[config.mk]
export PLATFORM = sky130hd
export DESIGN_NAME = m_wb_controller
export DESIGN_NICKNAME = d
export VERILOG_FILES = /design/src/rtl/m_wb_controller.sv
export SDC_FILE = /design/constraint.sdc
export NUM_CORES = 1
export LEC_CHECK = 0
export CAP_MARGIN = 15
export CORE_ASPECT_RATIO = 2
export CORE_MARGIN = 2
export CORE_UTILIZATION = 43
export DETAILED_ROUTE_END_ITERATION = 8
export SLEW_MARGIN = 25
export SYNTH_ARGS = -nofsm -noshare
export SYNTH_HDL_FRONTEND = slang
export SYNTH_SLANG_ARGS = --single-unit
[constraint.sdc]
create_clock -name clock -period 3.8 [get_ports clock]
set_input_delay 0.76 -clock clock [delete_from_list [all_inputs] [get_ports clock]]
set_output_delay 0.76 -clock clock [all_outputs]
set_load 0.05 [all_outputs]
[src/rtl/m_wb_controller.sv]
// Main-memory-side controller: fill reads and write-backs from the cache, with a
// coalescing write-back FIFO drained to RAM in idle cycles and forwarding to reads.
module m_wb_controller #(
    parameter int DEPTH = 4,
    parameter int AW    = 8,
    parameter int DW    = 8
) (
    input  logic                         clock,
    input  logic                         reset_n,
    input  logic                         req_valid,
    input  logic                         req_wren,
    input  logic [AW-1:0]                req_address,
    input  logic [DW-1:0]                req_data,
    output logic                         req_ready,
    output logic                         resp_valid,
    output logic [DW-1:0]                resp_data,
    output logic [AW-1:0]                mp_address,
    output logic [DW-1:0]                mp_data,
    output logic                         mp_wren,
    input  logic [DW-1:0]                mp_out,
    output logic [$clog2(DEPTH+1)-1:0]   wb_count,
    output logic                         busy
);
    localparam int PW = $clog2(DEPTH);
    localparam int CW = $clog2(DEPTH + 1);

    typedef enum logic [1:0] {IDLE, RD_ADDR, RD_DATA} state_t;

    state_t          state_q, state_d;
    logic [PW-1:0]   head_q, head_d, tail_q, tail_d;
    logic [CW-1:0]   count_q, count_d;
    logic [AW-1:0]   buf_addr_q [DEPTH];
    logic [AW-1:0]   buf_addr_d [DEPTH];
    logic [DW-1:0]   buf_data_q [DEPTH];
    logic [DW-1:0]   buf_data_d [DEPTH];
    logic            resp_valid_q, resp_valid_d;
    logic [DW-1:0]   resp_data_q, resp_data_d;
    logic [AW-1:0]   mp_address_q, mp_address_d;
    logic [DW-1:0]   mp_data_q, mp_data_d;
    logic            mp_wren_q, mp_wren_d;
    logic            hit;
    logic [PW-1:0]   hit_idx;
    logic [PW-1:0]   offset;
    logic            accept;

    // Occupancy of slot i comes from its distance to head; coalescing keeps matches unique.
    always_comb begin
        hit     = 1'b0;
        hit_idx = '0;
        offset  = '0;
        for (int i = 0; i < DEPTH; i++) begin
            offset = PW'(i) - head_q;
            if ((CW'(offset) < count_q) && (buf_addr_q[i] == req_address)) begin
                hit     = 1'b1;
                hit_idx = PW'(i);
            end
        end
    end

    assign req_ready = (state_q == IDLE) && (count_q != CW'(DEPTH));
    assign accept    = req_valid && req_ready;

    always_comb begin
        state_d      = state_q;
        head_d       = head_q;
        tail_d       = tail_q;
        count_d      = count_q;
        buf_addr_d   = buf_addr_q;
        buf_data_d   = buf_data_q;
        resp_valid_d = 1'b0;
        resp_data_d  = resp_data_q;
        mp_address_d = mp_address_q;
        mp_data_d    = mp_data_q;
        mp_wren_d    = 1'b0;
        case (state_q)
            IDLE: begin
                if (accept) begin
                    if (req_wren) begin
                        if (hit) begin
                            buf_data_d[hit_idx] = req_data;
                        end else begin
                            buf_addr_d[tail_q] = req_address;
                            buf_data_d[tail_q] = req_data;
                            tail_d             = tail_q + 1'b1;
                            count_d            = count_q + 1'b1;
                        end
                    end else if (hit) begin
                        resp_valid_d = 1'b1;
                        resp_data_d  = buf_data_q[hit_idx];
                    end else begin
                        mp_address_d = req_address;
                        state_d      = RD_ADDR;
                    end
                end else if (count_q != '0) begin
                    // Drain only when the request port is quiet this cycle.
                    mp_address_d = buf_addr_q[head_q];
                    mp_data_d    = buf_data_q[head_q];
                    mp_wren_d    = 1'b1;
                    head_d       = head_q + 1'b1;
                    count_d      = count_q - 1'b1;
                end
            end
            RD_ADDR: state_d = RD_DATA;
            RD_DATA: begin
                resp_valid_d = 1'b1;
                resp_data_d  = mp_out;
                state_d      = IDLE;
            end
            default: state_d = IDLE;
        endcase
    end

    always_ff @(posedge clock or negedge reset_n) begin
        if (!reset_n) begin
            state_q      <= IDLE;
            head_q       <= '0;
            tail_q       <= '0;
            count_q      <= '0;
            resp_valid_q <= 1'b0;
            resp_data_q  <= '0;
            mp_address_q <= '0;
            mp_data_q    <= '0;
            mp_wren_q    <= 1'b0;
        end else begin
            state_q      <= state_d;
            head_q       <= head_d;
            tail_q       <= tail_d;
            count_q      <= count_d;
            resp_valid_q <= resp_valid_d;
            resp_data_q  <= resp_data_d;
            mp_address_q <= mp_address_d;
            mp_data_q    <= mp_data_d;
            mp_wren_q    <= mp_wren_d;
        end
    end

    // Buffer storage needs no reset: slots are only read while counted as occupied.
    always_ff @(posedge clock) begin
        buf_addr_q <= buf_addr_d;
        buf_data_q <= buf_data_d;
    end

    assign resp_valid = resp_valid_q;
    assign resp_data  = resp_data_q;
    assign mp_address = mp_address_q;
    assign mp_data    = mp_data_q;
    assign mp_wren    = mp_wren_q;
    assign wb_count   = count_q;
    assign busy       = (state_q != IDLE) || (count_q != '0);

endmodule

# After elaboration in Yosys (flattened, before gate mapping)
# Cells that the tools add are included.
[word_totals] mem_count=0 latchBits=0 reg_bits=99 elab_cells=121 ramBits=0 output_inout_bits=31 romBits=0
[classes] bitwise=5 n_lt_le_gt_ge=9 addsub=8 n_div=0 eq_ne=14 n_reduce_logical=21 n_mux=47 shift=0 multipliers=0
[ops] cell="$mux W8" count=15
[ops] cell="$bwmux W32" count=3
[ops] cell="$bmux W8 S2" count=3
[ops] cell="$demux W8 S2" count=2
[ops] cell="$eq A8 B8 Y1" count=4
[ops] cell="$mux W32" count=1
[ops] cell="$pmux W8 S2" count=1
[ops] cell="$reduce_and A4 Y1" count=4
[ops] cell="$ne A2 B2 Y1 const B" count=7
[ops] cell="$lt A2 B3 Y1" count=4
[ops] cell="$mux W3" count=4
[ops] cell="$mux W1" count=11
[ops] cell="$mux W2" count=5
[ops] cell="$ge A3 B3 Y1 const B" count=3
[ops] cell="$not A2 Y3" count=3
[ops] cell="$reduce_and A3 Y1" count=3
[ops] cell="$logic_and A1 B1 Y1" count=8
[ops] cell="$lt A3 B1 Y1 const B" count=2
[ops] cell="$reduce_bool A2 Y1" count=3
[ops] cell="$add A2 B1 Y2 const B" count=2
[ops] cell="$pmux W2 S2" count=1
[ops] cell="$sub A1 B2 Y2 const A" count=2
[ops] cell="$sub A2 B2 Y2 const A" count=2
[ops] cell="$add A3 B1 Y3 const B" count=1
[ops] cell="9 further kinds" count=10

# Logic depth before layout (Yosys ltp)
# Gate-level depths: netlist (run 1).
[logic_depth] word_depth=14 ltp_mapped=12

# Worst setup path after synthesis (run 1)
# Ideal clock, no wire load.
[synth_path] path_kind="reg-to-reg" start="register head_q[1] (netlist name)" end="register buf_data_q[24] (netlist bit), enable pin" slack_ps=532 setup_ps=373 path_stages_with_launch=12 required_ps=3427 arrival_time_ps=2895 path_cell_list="dfrtp_1 clkbuf_1 clkbuf_1 inv_1 ha_1 a21oi_1 nor2_1 o211ai_4 buf_6 nand3_1 a21oi_1 nor2b_1"
[synth_lines] element="end signal, assigned" line="140" text="buf_data_q <= buf_data_d;"
[synth_lines] element="end, declared" line="34" text="logic [DW-1:0] buf_data_q [DEPTH];"

# Worst setup path in the final report (run 1)
[layout_path] start="input port req_address[0]" end="register buf_addr_q[18] (netlist bit), enable pin"
[layout_between] elab_chain_cells=8
[layout_rtl] element="start, declared" line="12" text="input logic [AW-1:0] req_address,"
[layout_rtl] element="$eq A8 B8 Y1" line="53" text="if ((CW'(offset) < count_q) && (buf_addr_q[i] == req_address)) begin"
[layout_rtl] element="$logic_and A1 B1 Y1" line="53"
[layout_rtl] element="$mux W1 (3 in series)" line="53"
[layout_rtl] element="$mux W1 (*)" line="53"
[layout_rtl] element="$not A1 Y1 (no line) (*)"
[layout_rtl] element="$reduce_and A4 Y1 (no line) (*)"
[layout_rtl] element="end signal, assigned" line="139" text="buf_addr_q <= buf_addr_d;"
[layout_rtl] element="end, declared" line="32" text="logic [AW-1:0] buf_addr_q [DEPTH];"
# Every way passes the cells marked *; elsewhere a longest branch is shown, timed or not.
# A chain may end at the register's enable or synchronous reset.

==> results.ini, run 1 <==
[clocking]
cts_num_sinks = 99
root_buffer = clkbuf_16
post_cts_buffers = 0
cts-resized-gates = 0
numCtsBuffers = 9
clockBufferDepth = 2
htreeDepth = 3
clk_latency_ns = 0.34
clk_pin_slew_ns = 0.07
cts_tree = done
ctsHoldBuffers = 0

[synthesis]
synth_area_leaders = edfxtp_1 37%, dfrtp_1 17%, mux4_2 6.9%
synth_area_um2 = 5223
yosysTopAreaCell = edfxtp_1
ys_ff_latch = 99
syn_area_per_cell_um2 = 13.56
syn_inst = 385
synth_fp_nets = 422
yosysMostFrequentCell = edfxtp_1
synth.distinct_cells = 52
async_flop_share = 0.3535
netlist.area_leader.share = 0.3680
synth-edff-count = 64
yosys_warnings = 0
netlist_top_cells_count = 64 x edfxtp_1, 45 x nand2_1, 35 x dfrtp_1, 28 x and2_1, 27 x xor2_1
yosysSeqAreaShare = 0.5357
ys.flop_type = edfxtp_1

[floorplan]
die_y_um = 159.9
coreArea_um2 = 11980
io_pins = 59
dieArea_um2 = 13100
floorplan.rows = 57
initial_core_util = 0.4359
die_w_um = 81.93

[pwr]
vdd_drop_max_uv = 455.4
cellPowerDensity_nw_per_um2 = 777.3
power_frac_seq = 0.335
p_comb_frac = 0.470
internal-power_mw = 2.958
p_switching_mw = 1.933
p_leak_nw = 2.384
switching_share = 0.3952
clockPowerShare = 0.196

[layout]
diodes = 0
drive_gt1_frac = 0.1991
fill_cells = 1014
syn_to_final_growth_pct = 20.48
nNetsFinal = 484

[worst_setup_path]
cp_top_family = simple AND/OR/NAND/NOR gates
cp-start-kind = primary input
max_stage_delay_ns = 0.72
worst_ep_required_time_ns = 3.79
worst-path-max-fanout = 9
worstSetupPathType = in -> reg
cpMaxStageDelayCell = clkdlybuf4s50_1
worstSetupEndpointType = flip-flop
crit_path_cell_trace = clkdlybuf4s50_1, xor2_1, nor4_4, o211ai_2, nand4_4, nor2_1, and2_1
worstPathArrival_ns = 3.09
critPathBufInv = 1

[timing]
period_minus_slack_ns = 3.102
slew-limit-headroom = 0.4796
period_share = 0.8162
setup_ws_ns = 0.6984
worst_pin_slew_ns = 0.7777
fmax_mhz = 322.4
finalHoldViolations = 0
setup_tns_ns = 0
rsz0062_at_grt = no
clock_skew_ns = 0.009245
setup_viol = 0
slew_violations = 0

[routing]
ant_nets = 0
num_vias = 3183
wl_mm = 10.64
dr.pass1.iters = 4
vias_per_cell = 5.314
dr.first_iter.drc_count = 190
route.detailed.drc = 0
drt-wirelength-per-cell_um = 17.76

[placement]
portBuffers = 58
dp_slack_ns = 0.2858
gp_congestion = 0.8275
hpwl_mm = 8.084

[global_route]
first_global_vias = 3272
grt_util_all_layers = 0.1754
grt_pass1_wl_mm = 17.46
grt_max_degree = 36
gr-total-overflow = 0
antenna_found_initial = 0

[hold_path]
hold_class = reg -> reg

[outcome]
outcome = completed

[job]
drv_cap = 0

[power by group through the flow]
stage	clock network (mW)	logic, mW	registers [mW]
floorplan	0	1.17	2.11
global placement	0	2.28	1.64
detailed placement	0	2.31	1.66
CTS	0.977	2.32	1.64
global route	1.02	2.46	1.67
finish	0.958	2.30	1.64
[cell usage in the layout, fill, tap and decap left out, types with 2 or more instances in the layout]
master / count
nand4_1: 2
mux2_4: 8
clkdlybuf4s50_1: 58
a21oi_2: 2
mux2i_1: 9
nor2b_1: 11
clkbuf_16: 9
mux2_2: 9
and2_1: 28
nand2b_1: 12
nor2_1: 7
xnor2_1: 10
o221a_2: 8
inv_1: 7
ha_1: 8
mux4_2: 16
dfrtp_1: 35
o211ai_4: 2
o22ai_1: 7
nor4_4: 4
buf_4: 15
edfxtp_1: 64
nor4_2: 2
xor2_1: 27
a21oi_1: 13
nor3_1: 2
nand3_1: 2
nand2_1: 45
[per-stage QoR]
stage | total power [mW] | std cells | utilization | hold slack (ns) | instance area (um2)
after floorplan | 3.283 | 385 | - | 0.4263 | 5223
after global placement | 3.916 | 583 | 0.4983 | 0.4455 | 5971
after detailed placement | 3.970 | 583 | 0.4983 | 0.4506 | 5971
after CTS | 4.931 | 599 | 0.5252 | 0.4668 | 6292
after global routing | 5.152 | 599 | 0.5252 | 0.5028 | 6292
final | 4.891 | 599 | 0.5252 | 0.4717 | 6292
[layout make-up]
| cell class | count | area [um2] | share of cell area |
|---|---|---|---|
| inverters | 8 | 30.03 | 0.004772 |
| clock inverters | 6 | 82.58 | 0.01312 |
| repair buffers | 73 | 693.2 | 0.1102 |
| multi-input cells | 256 | 2266 | 0.3601 |
| flip-flops and latches | 99 | 2798 | 0.4446 |
| well taps | 147 | 183.9 | 0.02923 |
| clock buffers | 10 | 239.0 | 0.03798 |
[per-layer routing]
metal  up-vias  global-route usage  share of wire
met4         0             0.05303         0.0084
met2        68              0.2690           0.49
met3         4             0.03333          0.034
li1       1528                   -              -
met5         -                   0              0
met1      1583              0.2521           0.46
[kinds of logic (layout without fill, tap and decap cells)]
group | Yosys count | count (layout) | synth area share
and+or+nand+nor | 122 | 122 | 0.1392
DFF | 99 | 99 | 0.5357
AOI/OAI and AO/OA | 45 | 45 | 0.07882
muxes | 43 | 43 | 0.1308
xor gates and xnor gates | 37 | 37 | 0.06205
buffers and inverters | 30 | 97 | 0.03042
adders and majority gates | 9 | 9 | 0.02300
[worst reg2reg max path, delay by kind of cell, from the launching register on]
kind	cells	cell delay [ns]
and+or+nand+nor	3	1.01
AOI/OAI and AO/OA	2	0.47
DFF	1	0.67
adders and majority gates	1	0.27
xor gates and xnor gates	1	0.25
buffers and inverters	1	0.07
[registers in the layout (all words and copies together), names as in the netlist]
name and flops:
tail_q 2, buf_data_q 32, buf_addr_q 32, state_q 2
mp_wren 1, resp_data 8, head_q 2, resp_valid 1
mp_data 8, wb_count 3, mp_address 8
[path summary, 6_finish.rpt]
kind                            slack, ns              startpoint  cells past startpoint                        end
worst max-delay path                 0.70          req_address[0]                      7   buf_addr_q[18]$_DFFE_PP_
worst max register to register       0.73   head_q[1]$_DFFE_PN0P_                      8   buf_addr_q[18]$_DFFE_PP_
max in group asynchronous            2.64                 reset_n                      2     mp_data[5]$_DFFE_PN0P_
worst min register to register       0.47  state_q[1]$_DFFE_PN0P_                      1     state_q[1]$_DFFE_PN0P_
worst min-delay path                 0.47  state_q[1]$_DFFE_PN0P_                      1     state_q[1]$_DFFE_PN0P_
min in group asynchronous            0.83                 reset_n                      2  mp_address[4]$_DFFE_PN0P_
Power figures use the tool's default switching activity.
==> inputs of run 2 (changes only) <==
--- a/config.mk
+++ b/config.mk
@@ -10,6 +10,7 @@
 export CORE_MARGIN = 2
 export CORE_UTILIZATION = 43
 export DETAILED_ROUTE_END_ITERATION = 8
+export PLACE_DENSITY = 0.66
 export SLEW_MARGIN = 25
 export SYNTH_ARGS = -nofsm -noshare
 export SYNTH_HDL_FRONTEND = slang
==> constraint.sdc (replaced) <==
create_clock -name clock -period 2.59 [get_ports clock]
set_input_delay 0.518 -clock clock [delete_from_list [all_inputs] [get_ports clock]]
set_output_delay 0.518 -clock clock [all_outputs]
set_load 0.05 [all_outputs]
==> results.ini, run 2 (synthesis gave the netlist of run 1 again) <==
[timing]
rsz0062_at_grt = no
clock_skew_ns = 0.01028
fmax_mhz = 405.8
slew-limit-headroom = 0.4872
finalHoldViolations = 0
setup_viol = 0
slew_violations = 0
period_share = 0.9514
period_minus_slack_ns = 2.464
worst_pin_slew_ns = 0.7692
setup_tns_ns = 0

[outcome]
outcome = completed

[global_route]
gr-total-overflow = 0
grt_util_all_layers = 0.1752
grt_max_degree = 36
grt_pass1_wl_mm = 17.29
first_global_vias = 3367
antenna_found_initial = 0

[worst_setup_path]
worstRegToRegCells = 10
critPathBufInv = 3
worstSetupEndpointType = flip-flop
cp_top_family = buffers and inverters
worstReg2RegStart = wb_count[1]$_DFFE_PN0P_
worstPathArrival_ns = 2.73
worstSetupPathType = in -> reg
crit_path_cell_trace = clkdlybuf4s50_1, xnor2_1, nand4_1, or3_4, buf_4, a41oi_4, buf_12, o22ai_1, a21oi_1
worst_ep_required_time_ns = 2.86
cpMaxStageDelayCell = clkdlybuf4s50_1
max_stage_delay_ns = 0.68
crit_cells = 9
crit_start = req_address[4]
cp-start-kind = primary input
worst-path-max-fanout = 17

[job]
drv_cap = 0

[routing]
dr.first_iter.drc_count = 163
vias_per_cell = 5.099
route.detailed.drc = 0
wl_mm = 10.41
ant_nets = 0
dr.pass1.iters = 4
num_vias = 3233
drt-wirelength-per-cell_um = 16.42

[clocking]
cts_num_sinks = 99
clk_latency_ns = 0.35
cts_tree = done
clk_pin_slew_ns = 0.07
root_buffer = clkbuf_16
clockBufferDepth = 2
post_cts_buffers = 0
numCtsBuffers = 9
htreeDepth = 3

[layout]
fill_cells = 1025
nNetsFinal = 519
reg_top3 = buf_addr_q (32), buf_data_q (32)
drive_gt1_frac = 0.2916
design_area_um2 = 6601
final_cell_mix = 64 x edfxtp_1, 55 x clkdlybuf4s50_1, 50 x buf_4, 44 x nand2_1, 34 x dfrtp_1
syn_to_final_growth_pct = 26.40
diodes = 0
final_common_cell = edfxtp_1

[placement]
gp_congestion = 0.8479
placed_area_um2 = 6309
hpwl_mm = 7.884
portBuffers = 58

[floorplan]
dieArea_um2 = 13100
floorplan.rows = 57
io_pins = 59
initial_core_util = 0.4359
die_y_um = 159.9
die_w_um = 81.93
coreArea_um2 = 11980

[hold_path]
hold_class = in -> async

[pwr]
p_leak_nw = 2.554
vdd_drop_max_uv = 863.8
cellPowerDensity_nw_per_um2 = 1087

==> run 2: changes by cell type in the layout (fill, tap and decap cells not counted), sizes merged <==
cell | previous run | this run
buf | 15 | 53
clkdlybuf4s50 | 58 | 55
bufinv | 1 | 0
clkbuf | 10 | 9
clkinv | 3 | 4
inv | 9 | 10
==> run 2: worst paths after layout <==
kind,to,slack (ns)
max in group asynchronous,wb_count[1]$_DFFE_PN0P_,1.81
max reg2reg,resp_data[1]$_DFFE_PN0P_,0.20
min,mp_address[1]$_DFFE_PN0P_,0.24
min reg2reg,state_q[1]$_DFFE_PN0P_,0.46
max,resp_data[1]$_DFFE_PN0P_,0.13
min in group clock,state_q[1]$_DFFE_PN0P_,0.46
==> run 2: what timing repair did <==
| action | 4_1_cts | 5_1_grt |
|---|---|---|
| hold buffers | 0 | 0 |
| hold endpoints to repair | 0 | 0 |
| endpoints found under the setup margin | 0 | 11 |
| resized for setup | 0 | 3 |
==> run 2: worst reg2reg max path, cell delays in order, from the launching register on <==
cell and delay (ns):
dfrtp_2 0.40, inv_1 0.13, ha_1 0.26, a21boi_1 0.13, o21ba_1 0.22, or3_4 0.43
buf_4 0.16, a41oi_4 0.16, buf_12 0.18, o22ai_1 0.09, a21oi_1 0.14
==> run 2: final cells by class <==
type | count | area [um2] | area share
Timing Repair Buffer | 108 | 970.9 | 0.1471
Clock inverter | 7 | 50.05 | 0.007582
Sequential cell | 99 | 2799 | 0.4240
Inverter | 8 | 30.03 | 0.004549
Clock buffer | 9 | 225.2 | 0.03412
Tap cell | 147 | 183.9 | 0.02786
Multi-Input combinational cell | 256 | 2342 | 0.3548
==> run 2: metal layers <==
layer	vias up	global-route usage	routed length, um
met2	69	0.2768	5187
met3	16	0.02768	358
met5	-	0	0
met4	0	0.07348	247
li1	1596	-	-
met1	1552	0.2368	4620
==> run 2: through the flow <==
step           setup slack (ns)  cells  total power, mW  hold WS (ns)  utilization
2_1_floorplan          0.002502    385            4.945        0.2224            -
6_report                 0.1258    634            7.178        0.2379       0.5510
5_1_grt                0.005903    634            7.591        0.3150       0.5510
4_1_cts                 0.05727    634            7.253        0.2690       0.5495
3_5_place_dp            -0.2694    618            5.994        0.4519       0.5265
3_3_place_gp            -0.2270    618            5.939        0.4407       0.5265
==> run 2: power breakdown <==
part           total [mW]  switching (mW)  internal, mW  leakage [nW]
sequential           2.33           0.229          2.10         0.996
clock                1.25           0.595         0.658         0.136
combinational        3.59            2.03          1.56          1.42
==> inputs of run 3 (changes only) <==
--- a/config.mk
+++ b/config.mk
@@ -10,7 +10,6 @@
 export CORE_MARGIN = 2
 export CORE_UTILIZATION = 43
 export DETAILED_ROUTE_END_ITERATION = 8
-export PLACE_DENSITY = 0.66
 export SLEW_MARGIN = 25
 export SYNTH_ARGS = -nofsm -noshare
 export SYNTH_HDL_FRONTEND = slang
==> constraint.sdc (replaced) <==
create_clock -name clock -period 3.2 [get_ports clock]
set_input_delay 0.64 -clock clock [delete_from_list [all_inputs] [get_ports clock]]
set_output_delay 0.64 -clock clock [all_outputs]
set_load 0.05 [all_outputs]
==> results.ini, run 3 (synthesis gave the netlist of run 1 again) <==
[worst_setup_path]
cp-start-kind = flip-flop
worstReg2RegStart = head_q[1]$_DFFE_PN0P_
worstRegToRegCells = 9
cpMaxStageDelayCell = clkdlybuf4s50_1
worstSetupEndpointType = output pin
r2r_setup_slack_ns = 0.43
worst_ep_required_time_ns = 2.56
worstSetupPathType = reg -> out
r2r_end = buf_addr_q[9]$_DFFE_PP_
crit_cells = 2
cp_top_family = buffers and inverters
critPathBufInv = 1
crit_path_cell_trace = or4b_2, clkdlybuf4s50_1
max_stage_delay_ns = 0.73
worst-path-max-fanout = 13
worstPathArrival_ns = 2.33

[placement]
gp_congestion = 0.8120
hpwl_mm = 8.115
portBuffers = 58
dp_slack_ns = -0.06691
placed_area_um2 = 6026
dp_cells = 588

[clocking]
htreeDepth = 3
cts-resized-gates = 0
post_cts_buffers = 0
clockBufferDepth = 2
cts_tree = done
root_buffer = clkbuf_16
numCtsBuffers = 9
ctsHoldBuffers = 0
clk_pin_slew_ns = 0.07
clk_latency_ns = 0.35
cts_num_sinks = 99

[global_route]
gr-total-overflow = 0
grt_util_all_layers = 0.1740
antenna_found_initial = 0
grt_pass1_wl_mm = 17.31
grt_max_degree = 36
first_global_vias = 3343

[floorplan]
die_w_um = 81.93
initial_core_util = 0.4359
coreArea_um2 = 11980
dieArea_um2 = 13100
io_pins = 59
die_y_um = 159.9
floorplan.rows = 57

[timing]
period_minus_slack_ns = 2.965
clock_skew_ns = 0.008423
slew-limit-headroom = 0.5876
setup_ws_ns = 0.2349
worst_pin_slew_ns = 0.6164
finalHoldViolations = 0
setup_tns_ns = 0
rsz0062_at_grt = no
period_share = 0.9266
setup_viol = 0
slew_violations = 0
hold_ws_ns = 0.4672
fmax_mhz = 337.3

[pwr]
p_leak_nw = 2.413
cellPowerDensity_nw_per_um2 = 916.7
vdd_drop_max_uv = 575.2
power_mw = 5.816

[routing]
ant_nets = 0
vias_per_cell = 5.379
route.detailed.drc = 0
wl_mm = 10.45
dr.pass1.iters = 4
drt-wirelength-per-cell_um = 17.30
num_vias = 3249
dr.first_iter.drc_count = 124

[layout]
design_area_um2 = 6345
diodes = 0
stdcell_count = 604
drive_gt1_frac = 0.2123
nNetsFinal = 489
syn_to_final_growth_pct = 21.49
reg_top3 = buf_addr_q (32), buf_data_q (32)
final_common_cell = edfxtp_1
final_cell_mix = 64 x edfxtp_1, 58 x clkdlybuf4s50_1, 45 x nand2_1, 35 x dfrtp_1, 28 x and2_1
final_util = 0.5296

[hold_path]
hold_class = reg -> reg
hold_end = state_q[1]$_DFFE_PN0P_
holdPathStages = 1
holdCritStartpoint = state_q[1]$_DFFE_PN0P_

[outcome]
outcome = completed

[job]
drv_cap = 0

[run 3: changes by cell type in the layout (fill, tap and decap cells not counted), moves of 2 or more]
cell	previous run	this run
nor2_1	5	7
and2_2	3	0
nor2b_4	2	0
nor2b_2	0	2
nor3_1	0	2
clkinv_2	2	0
buf_4	50	19
a21oi_2	4	2
a21oi_1	11	13
clkdlybuf4s50_1	55	58
and2_1	25	28
[run 3: metal layers]
| metal | GRT usage | wire length [um] | up-vias |
|---|---|---|---|
| met4 | 0.06818 | 236 | 0 |
| met2 | 0.2709 | 5206 | 76 |
| met5 | 0 | 0 | - |
| met1 | 0.2391 | 4588 | 1629 |
| met3 | 0.03164 | 421 | 18 |
| li1 | - | - | 1526 |
[run 3: how the worst max path moves through the flow]
stage,start,to,slack [ns]
after floorplan,head_q[1]$_DFFE_PN0P_,buf_data_q[10]$_DFFE_PP_,0.008
after global placement,req_address[5],buf_data_q[13]$_DFFE_PP_,0.03
after detailed placement,req_address[5],buf_data_q[15]$_DFFE_PP_,-0.07
after CTS,wb_count[2]$_DFFE_PN0P_,busy,0.22
after global routing,wb_count[2]$_DFFE_PN0P_,busy,0.15
final,wb_count[2]$_DFFE_PN0P_,busy,0.23
[run 3: layout make-up]
class | count | area, um2
clock inverters | 7 | 93.84
fillers | 1009 | 5637
multi-input cells | 256 | 2271
repair buffers | 78 | 743.2
inverters | 8 | 30.03
flip-flops and latches | 99 | 2798
well taps | 147 | 183.9
clock buffers | 9 | 225.2
[run 3: where the power goes]
part           switching, mW  leakage, nW  total (mW)  internal [mW]
clock network          0.514        0.153        1.14          0.628
registers              0.213        0.997        1.91           1.70
logic                   1.57         1.26        2.76           1.19
total                   2.30         2.41        5.82           3.52
